File: src/rtl/io1bit_pkg.sv
// Shared constants and FSM state type for the 1-bit IO tile control stage.
// Optional edge counter is selected by IO1BIT_CTRL_EDGE_CNT_EN (see io1bit_ctrl).
package io1bit_pkg;

  localparam logic [7:0] REG_MODE    = 8'd0;
  localparam logic [7:0] REG_EDGECNT = 8'd1;

  localparam int MODE_BIT   = 0;
  localparam int BYPASS_BIT = 1;

  typedef enum logic [1:0] {
    S_LO     = 2'd0,
    S_CHK_HI = 2'd1,
    S_HI     = 2'd2,
    S_CHK_LO = 2'd3
  } state_t;

  // A check state still reports the level that was last committed.
  function automatic logic state_level(state_t st);
    return (st == S_HI) || (st == S_CHK_LO);
  endfunction

endpackage

File: src/rtl/io1bit_debounce.sv
// Pad-input conditioning: synchronizer chain, debounce FSM and edge pulses.
// In bypass the FSM tracks the synchronized level so leaving bypass is glitch-free.
module io1bit_debounce
  import io1bit_pkg::*;
#(
  parameter int SYNC_STAGES     = 2,
  parameter int DEBOUNCE_CYCLES = 4,
  parameter int CNT_W           = 3
) (
  input  logic clk,
  input  logic reset,
  input  logic bypass,
  input  logic p2f,
  output logic out_level,
  output logic out_rise,
  output logic out_fall
);

  localparam logic [CNT_W-1:0] CNT_LAST = CNT_W'(DEBOUNCE_CYCLES - 1);

  logic [SYNC_STAGES-1:0] sync_reg;
  state_t                 state_reg;
  logic [CNT_W-1:0]       cnt_reg;
  logic                   s;
  logic                   lvl_src;

  assign s       = sync_reg[SYNC_STAGES-1];
  assign lvl_src = bypass ? s : state_level(state_reg);

  always_ff @(posedge clk or posedge reset) begin
    if (reset) begin
      sync_reg <= '0;
    end else begin
      sync_reg <= {sync_reg[SYNC_STAGES-2:0], p2f};
    end
  end

  always_ff @(posedge clk or posedge reset) begin
    if (reset) begin
      state_reg <= S_LO;
      cnt_reg   <= '0;
      out_level <= 1'b0;
      out_rise  <= 1'b0;
      out_fall  <= 1'b0;
    end else begin
      out_level <= lvl_src;
      out_rise  <= lvl_src & ~out_level;
      out_fall  <= ~lvl_src & out_level;
      if (bypass) begin
        state_reg <= s ? S_HI : S_LO;
        cnt_reg   <= '0;
      end else begin
        case (state_reg)
          S_LO: begin
            if (s) begin
              state_reg <= S_CHK_HI;
              cnt_reg   <= CNT_W'(1);
            end
          end
          S_CHK_HI: begin
            if (!s) begin
              state_reg <= S_LO;
              cnt_reg   <= '0;
            end else if (cnt_reg >= CNT_LAST) begin
              state_reg <= S_HI;
              cnt_reg   <= '0;
            end else begin
              cnt_reg <= cnt_reg + CNT_W'(1);
            end
          end
          S_HI: begin
            if (!s) begin
              state_reg <= S_CHK_LO;
              cnt_reg   <= CNT_W'(1);
            end
          end
          default: begin
            if (s) begin
              state_reg <= S_HI;
              cnt_reg   <= '0;
            end else if (cnt_reg >= CNT_LAST) begin
              state_reg <= S_LO;
              cnt_reg   <= '0;
            end else begin
              cnt_reg <= cnt_reg + CNT_W'(1);
            end
          end
        endcase
      end
    end
  end

endmodule

File: src/rtl/io1bit_ctrl.sv
// IO tile control: config decode, registered f2p drive and conditioned pad input.
// Define IO1BIT_CTRL_EDGE_CNT_EN to add a rise counter readable at select 1.
module io1bit_ctrl
  import io1bit_pkg::*;
#(
  parameter int SYNC_STAGES     = 2,
  parameter int DEBOUNCE_CYCLES = 4,
  parameter int CNT_W           = 3
) (
  input  logic        clk,
  input  logic        reset,
  input  logic        config_en,
  input  logic [31:0] config_addr,
  input  logic [31:0] config_data,
  input  logic [15:0] tile_id,
  output logic [31:0] read_data,
  input  logic        in_from_fabric,
  output logic        out_to_fabric,
  output logic        out_rise,
  output logic        out_fall,
  input  logic        p2f,
  output logic        f2p,
  output logic        mode
);

  logic        hit;
  logic [7:0]  sel;
  logic        mode_reg;
  logic        bypass_reg;
  logic [31:0] rd_next;
  logic        unused_cfg;

  assign hit        = (config_addr[15:0] == tile_id);
  assign sel        = config_addr[23:16];
  assign mode       = mode_reg;
  assign unused_cfg = ^{config_addr[31:24], config_data[31:2]};

`ifdef IO1BIT_CTRL_EDGE_CNT_EN
  logic [15:0] edge_cnt_reg;

  // Clear beats a same-cycle increment.
  always_ff @(posedge clk or posedge reset) begin
    if (reset) begin
      edge_cnt_reg <= '0;
    end else if (config_en && hit && (sel == REG_EDGECNT)) begin
      edge_cnt_reg <= '0;
    end else if (out_rise && (edge_cnt_reg != 16'hFFFF)) begin
      edge_cnt_reg <= edge_cnt_reg + 16'd1;
    end
  end
`endif

  always_comb begin
    rd_next = 32'd0;
    if (hit && (sel == REG_MODE)) begin
      rd_next = {30'b0, bypass_reg, mode_reg};
    end
`ifdef IO1BIT_CTRL_EDGE_CNT_EN
    else if (hit && (sel == REG_EDGECNT)) begin
      rd_next = {16'b0, edge_cnt_reg};
    end
`endif
  end

  always_ff @(posedge clk or posedge reset) begin
    if (reset) begin
      mode_reg   <= 1'b0;
      bypass_reg <= 1'b0;
      f2p        <= 1'b0;
      read_data  <= 32'd0;
    end else begin
      if (config_en && hit && (sel == REG_MODE)) begin
        mode_reg   <= config_data[MODE_BIT];
        bypass_reg <= config_data[BYPASS_BIT];
      end
      f2p       <= mode_reg & in_from_fabric;
      read_data <= rd_next;
    end
  end

  io1bit_debounce #(
    .SYNC_STAGES     (SYNC_STAGES),
    .DEBOUNCE_CYCLES (DEBOUNCE_CYCLES),
    .CNT_W           (CNT_W)
  ) u_debounce (
    .clk       (clk),
    .reset     (reset),
    .bypass    (bypass_reg),
    .p2f       (p2f),
    .out_level (out_to_fabric),
    .out_rise  (out_rise),
    .out_fall  (out_fall)
  );

endmodule

File: config.mk
export PLATFORM = sky130hd
export DESIGN_NAME = io1bit_ctrl
export DESIGN_NICKNAME = d
export VERILOG_FILES = /design/src/rtl/io1bit_pkg.sv /design/src/rtl/io1bit_debounce.sv /design/src/rtl/io1bit_ctrl.sv
export SDC_FILE = /design/constraint.sdc
export NUM_CORES = 1
export LEC_CHECK = 0
export CORE_AREA = 3 3 76 57
export CTS_CLUSTER_SIZE = 8
export DETAILED_ROUTE_END_ITERATION = 7
export DIE_AREA = 0 0 79 60
export GPL_TIMING_DRIVEN = 0
export HOLD_SLACK_MARGIN = 0.08
export PLACE_DENSITY = 0.8
export REMOVE_ABC_BUFFERS = 1
export SLEW_MARGIN = 20
export SYNTH_ARGS = -nofsm -noshare
export SYNTH_HDL_FRONTEND = slang
export SYNTH_SLANG_ARGS = --single-unit
File: constraint.sdc
create_clock -name clk -period 3.6 [get_ports clk]
set_clock_uncertainty 0.05 [all_clocks]
set_input_delay 1.08 -clock clk [delete_from_list [all_inputs] [get_ports clk]]
set_output_delay 1.08 -clock clk [all_outputs]
set_load 0.02 [all_outputs]
# ---- Word-level counts from Yosys, hierarchy flattened
# Cells that the tools add are included.
dict set report word_totals {
  regBits 45
  in_bits 85
  out_inout_bits 37
  elab_cells 51
}
dict set report classes {
  n_addsub 1
  n_lt_le_gt_ge 1
  n_eq_ne 7
  mux 18
  n_bitwise 5
  n_reduce_logical 9
}
# cell n
set op_table {}
lappend op_table {{2-to-1 mux 2 bit} 9}
lappend op_table {{2-to-1 mux 3 bit} 6}
lappend op_table {{equality test 16 bit} 1}
lappend op_table {{case mux 3 bit (3 select lines)} 1}
lappend op_table {{zero test 8 bit} 1}
lappend op_table {{case mux 2 bit (3 select lines)} 1}
lappend op_table {{nonzero test 5 bit} 1}
lappend op_table {{equality test 2 bit, second input constant} 2}
lappend op_table {{inequality test 4 bit, second input constant} 1}
lappend op_table {{AND reduction 4 bit} 1}
lappend op_table {{adder 3 x 1 -> 3 bit, second input constant} 1}
lappend op_table {{bitwise AND 1 bit} 3}
lappend op_table {{greater-or-equal comparator 3 x 2 -> 1 bit, second input constant} 1}
lappend op_table {{logical AND 1 bit} 3}
lappend op_table {{inequality test 3 x 2 -> 1 bit, second input constant} 1}
lappend op_table {{inequality test 3 bit, second input constant} 1}
lappend op_table {{equality test 2 x 1 -> 1 bit, second input constant} 1}
lappend op_table {{zero test 2 bit} 1}
lappend op_table {{NOT 1 bit} 2}
lappend op_table {{AND reduction 2 bit} 1}
lappend op_table {{logical OR 1 bit} 1}
lappend op_table {{2-to-1 mux 1 bit} 1}

# ---- Logic depth before layout (Yosys ltp)
dict set report logic_depth {
  ltp_word 5
  mapped_depth 6
  mapped_depth_nobuf 6
}

# ---- Modules after synthesis
# A second synthesis with hierarchy kept.
dict set report hier_totals {
  hier_cells 102
  hier_area_um2 1033.5
}
# mod instances cells_per_inst area_per_inst_um2 seq_area_each_um2
set modules_own_cells {}
lappend modules_own_cells {io1bit_ctrl 1 69 620.6 125.1}
lappend modules_own_cells {io1bit_debounce 1 33 412.9 250.2}

# ---- Worst setup path after synthesis
# OpenSTA, ideal clock, no wires.
dict set report synth_path {
  path_type {input-to-reg}
  start {input config_addr[21]}
  end {register mode_reg, in the netlist mode}
  setup_ns 0.128
  arrival_ns 2.270
  t_required_ns 3.422
  path_slack_ns 1.152
  stages 5
  path_buffers 0
  path_cell_list {nor4_1 -> nand4_1 -> nor3_1 -> or3b_1 -> mux2_1}
}
dict set report synth_between {
  elab_chain_len 2
}
# element line_no
set synth_rtl {}
lappend synth_rtl {{start, declared} io1bit_ctrl.sv:13} ;# input logic [31:0] config_addr,
lappend synth_rtl {{zero test 8 bit} io1bit_ctrl.sv:72} ;# if (config_en && hit && (sel == REG_MODE)) begin
lappend synth_rtl {{logical AND 1 bit} io1bit_ctrl.sv:72}
lappend synth_rtl {{end signal, assigned} io1bit_ctrl.sv:73} ;# mode_reg <= config_data[MODE_BIT];
lappend synth_rtl {{end, declared} io1bit_ctrl.sv:28} ;# logic mode_reg;
# Every way passes these cells.
# A chain may end at the register's enable or synchronous reset.

# ---- Worst setup path after layout
# Same ends and word-level chain as after synthesis.

==> flow_summary.ini <==
[timing]
slew_violations = 0
setup-violations-final = 0
worst_slew_pin_slew_ns = 0.5372
hold_violations = 0
min_period_over_period_pct = 76.98
rsz0062_at_grt = false
post-route-min-period_ns = 2.771
slew-limit-headroom_pct = 64.15
tns_ns = 0
fmax_mhz = 360.9

[setup_path]
slowest_stage = or3b_1
crit_required_ns = 3.68
worstPathCellList = clkdlybuf4s50_1 -> nor4_1 -> nand4_1 -> nor3_1 -> or3b_1 -> mux2_1
start_kind = primary input
end_kind = register
max_stage_delay_ns = 0.42
cp_max_fo = 2
worst_ep_arrival_time_ns = 2.85
critical_path_class = primary input to register

[clocking]
clock_latency_ns = 0.24
post_cts_resize_count = 0
clkTransAtPathRegs_ns = 0.06
htreeDepth = 1
cts_tree = yes
cts_max_path_buffers = 2
cts_sinks = 15
numCtsBuffers = 3
cts_hold_buf = 0
root_buffer = clkbuf_8
post-cts-setup-buffers = 0

[placement]
io_buffers = 53
dp_hpwl_um = 1896
gp_congestion = 0.7842

[drt]
wl_per_cell_um = 10.07
via_per_inst = 3.594
firstDrtPassIters = 4
drt_wl_total_um = 2084
vias = 744
drc = 0
postRouteAntennaNets = 0
drt-initial-drc-count = 32

[final_layout]
multi_input_area_um2 = 493.0
largest_reg_flops = 3
syn2layout_area_growth_pct = 52.12
fill_cells = 367
nets = 245
fin_util_pct = 42.90
ff_latch_area_um2 = 375.4
n_antenna_cell = 0
final_layout_size_suffix_gt1_share_pct = 3.822

[floorplanning]
row_count = 18
start_util_pct = 28.20
core_um2 = 3558
die_w_um = 79
die_h_um = 60
die_area_um2 = 4740
ioPinCount = 122

[pwr]
peakVddDrop_uv = 217.8
powerDensity_nw_per_um2 = 407.1
total_power_uw = 621.5
power.leakage_nw = 0.6879

[flow_run]
maxCapViolCount = 0

[synthesis]
synth.avg_cell_area_um2 = 9.935
synth_top_family_by_area = buffers and inverters
synth_commonest_cells = buf_4 (30), dfrtp_1 (15), xor2_1 (14)
synthMuxAreaShare_pct = 4.364
synth.top_cell.area_share_pct = 37.41
yosys.area_share.simple_pct = 12.34
synth_flop_cell = dfrtp_1
synth_edf_count = 0
yosysMostFrequentCell = buf_4
synth_compound_gate_area_share_pct = 3.865
async_flop_share_pct = 100.0
yosysUniqueCellTypes = 25
synth.area.top_cells = dfrtp_1 (37%), buf_4 (22%), xor2_1 (12%)
synth-xor-area-share_pct = 14.84
synth_fa_ha_area_share_pct = 2.494
synth_cells = 101
synth_area_um2 = 1003
ys_seq_elements = 15
yosysSeqAreaShare_pct = 37.41
yosysTopAreaCell = dfrtp_1
yosysWarnings = 0

[global_routing]
gr-total-overflow = 0
grt_max_degree = 16
grt_pass1_wl_um = 2980
antenna_found_initial = 0
track_usage_pct = 7.912
first_global_vias = 700

[status]
status = finished clean

[min_path]
worstHoldPathType = register to register
-- final timing paths --
check	endpoint	slack [ns]	from	depth (start not counted)
max in group asynchronous	u_debounce.state_reg[0]	2.01	reset	2
min	u_debounce.sync_reg[1]	0.30	u_debounce.sync_reg[0]	0
max reg2reg	register	1.78	u_debounce.cnt_reg[0]	6
min reg2reg	u_debounce.sync_reg[1]	0.30	u_debounce.sync_reg[0]	0
min in group asynchronous	u_debounce.out_level	1.13	reset	2
max	mode	0.83	config_addr[21]	6
-- cell families after synthesis --
group | after synthesis
compound gates | 6
xor+xnor | 17
fa+ha+maj | 2
buf+inv | 35
flops | 15
mux | 4
other cells | 1
simple gates | 21
-- layout by cell type (no fill, tap or decap), drive strengths merged, types with 3 or more instances in the layout --
| master | count |
|---|---|
| clkdlybuf4s50 | 53 |
| nor4 | 5 |
| clkbuf | 3 |
| dfrtp | 15 |
| o21ai | 3 |
| and2 | 4 |
| xnor2 | 3 |
| conb | 30 |
| mux2 | 3 |
| xor2 | 14 |
| inv | 5 |
-- through the flow --
stage | instances | hold slack (ns) | setup WS [ns] | area [um^2]
final | 207 | 0.2981 | 0.8288 | 1526
after global routing | 207 | 0.3089 | 0.5979 | 1526
after CTS | 207 | 0.3000 | 0.7552 | 1526
after detailed placement | 203 | 0.2871 | 0.5005 | 1480
after global placement | 203 | 0.2827 | 0.5122 | 1480
after floorplan | 100 | 0.2812 | 1.152 | 887.1
-- layer usage --
layer / part of all wire, % / vias up / GRT usage, %
met3: 7.7 / 0 / 2.108
met4: 0 / 0 / 2.206
met2: 55 / 35 / 13.79
met1: 38 / 329 / 9.743
met5: 0 / - / 0
li1: - / 380 / -
-- area by class of cell --
class / instances / share of cell area [%]
Inverter: 5 / 1.230
Multi-Input combinational cell: 80 / 32.30
Sequential cell: 15 / 24.59
Tap cell: 50 / 4.098
Timing Repair Buffer: 53 / 34.75
Clock inverter: 1 / 0.3279
Clock buffer: 3 / 2.705
-- critical path: cells and delay by family --
family | cells | cell delay (ns)
buffers and inverters | 1 | 0.39
multiplexers | 1 | 0.32
AND/OR/NAND/NOR | 4 | 1.05
-- power breakdown --
part           switching [mW]  total [mW]  internal [mW]
clock network          0.0544       0.131         0.0764
logic                   0.122       0.251          0.130
registers              0.0291       0.239          0.210
total                   0.205       0.621          0.416
No activity file was read; power rests on OpenSTA's default activity.
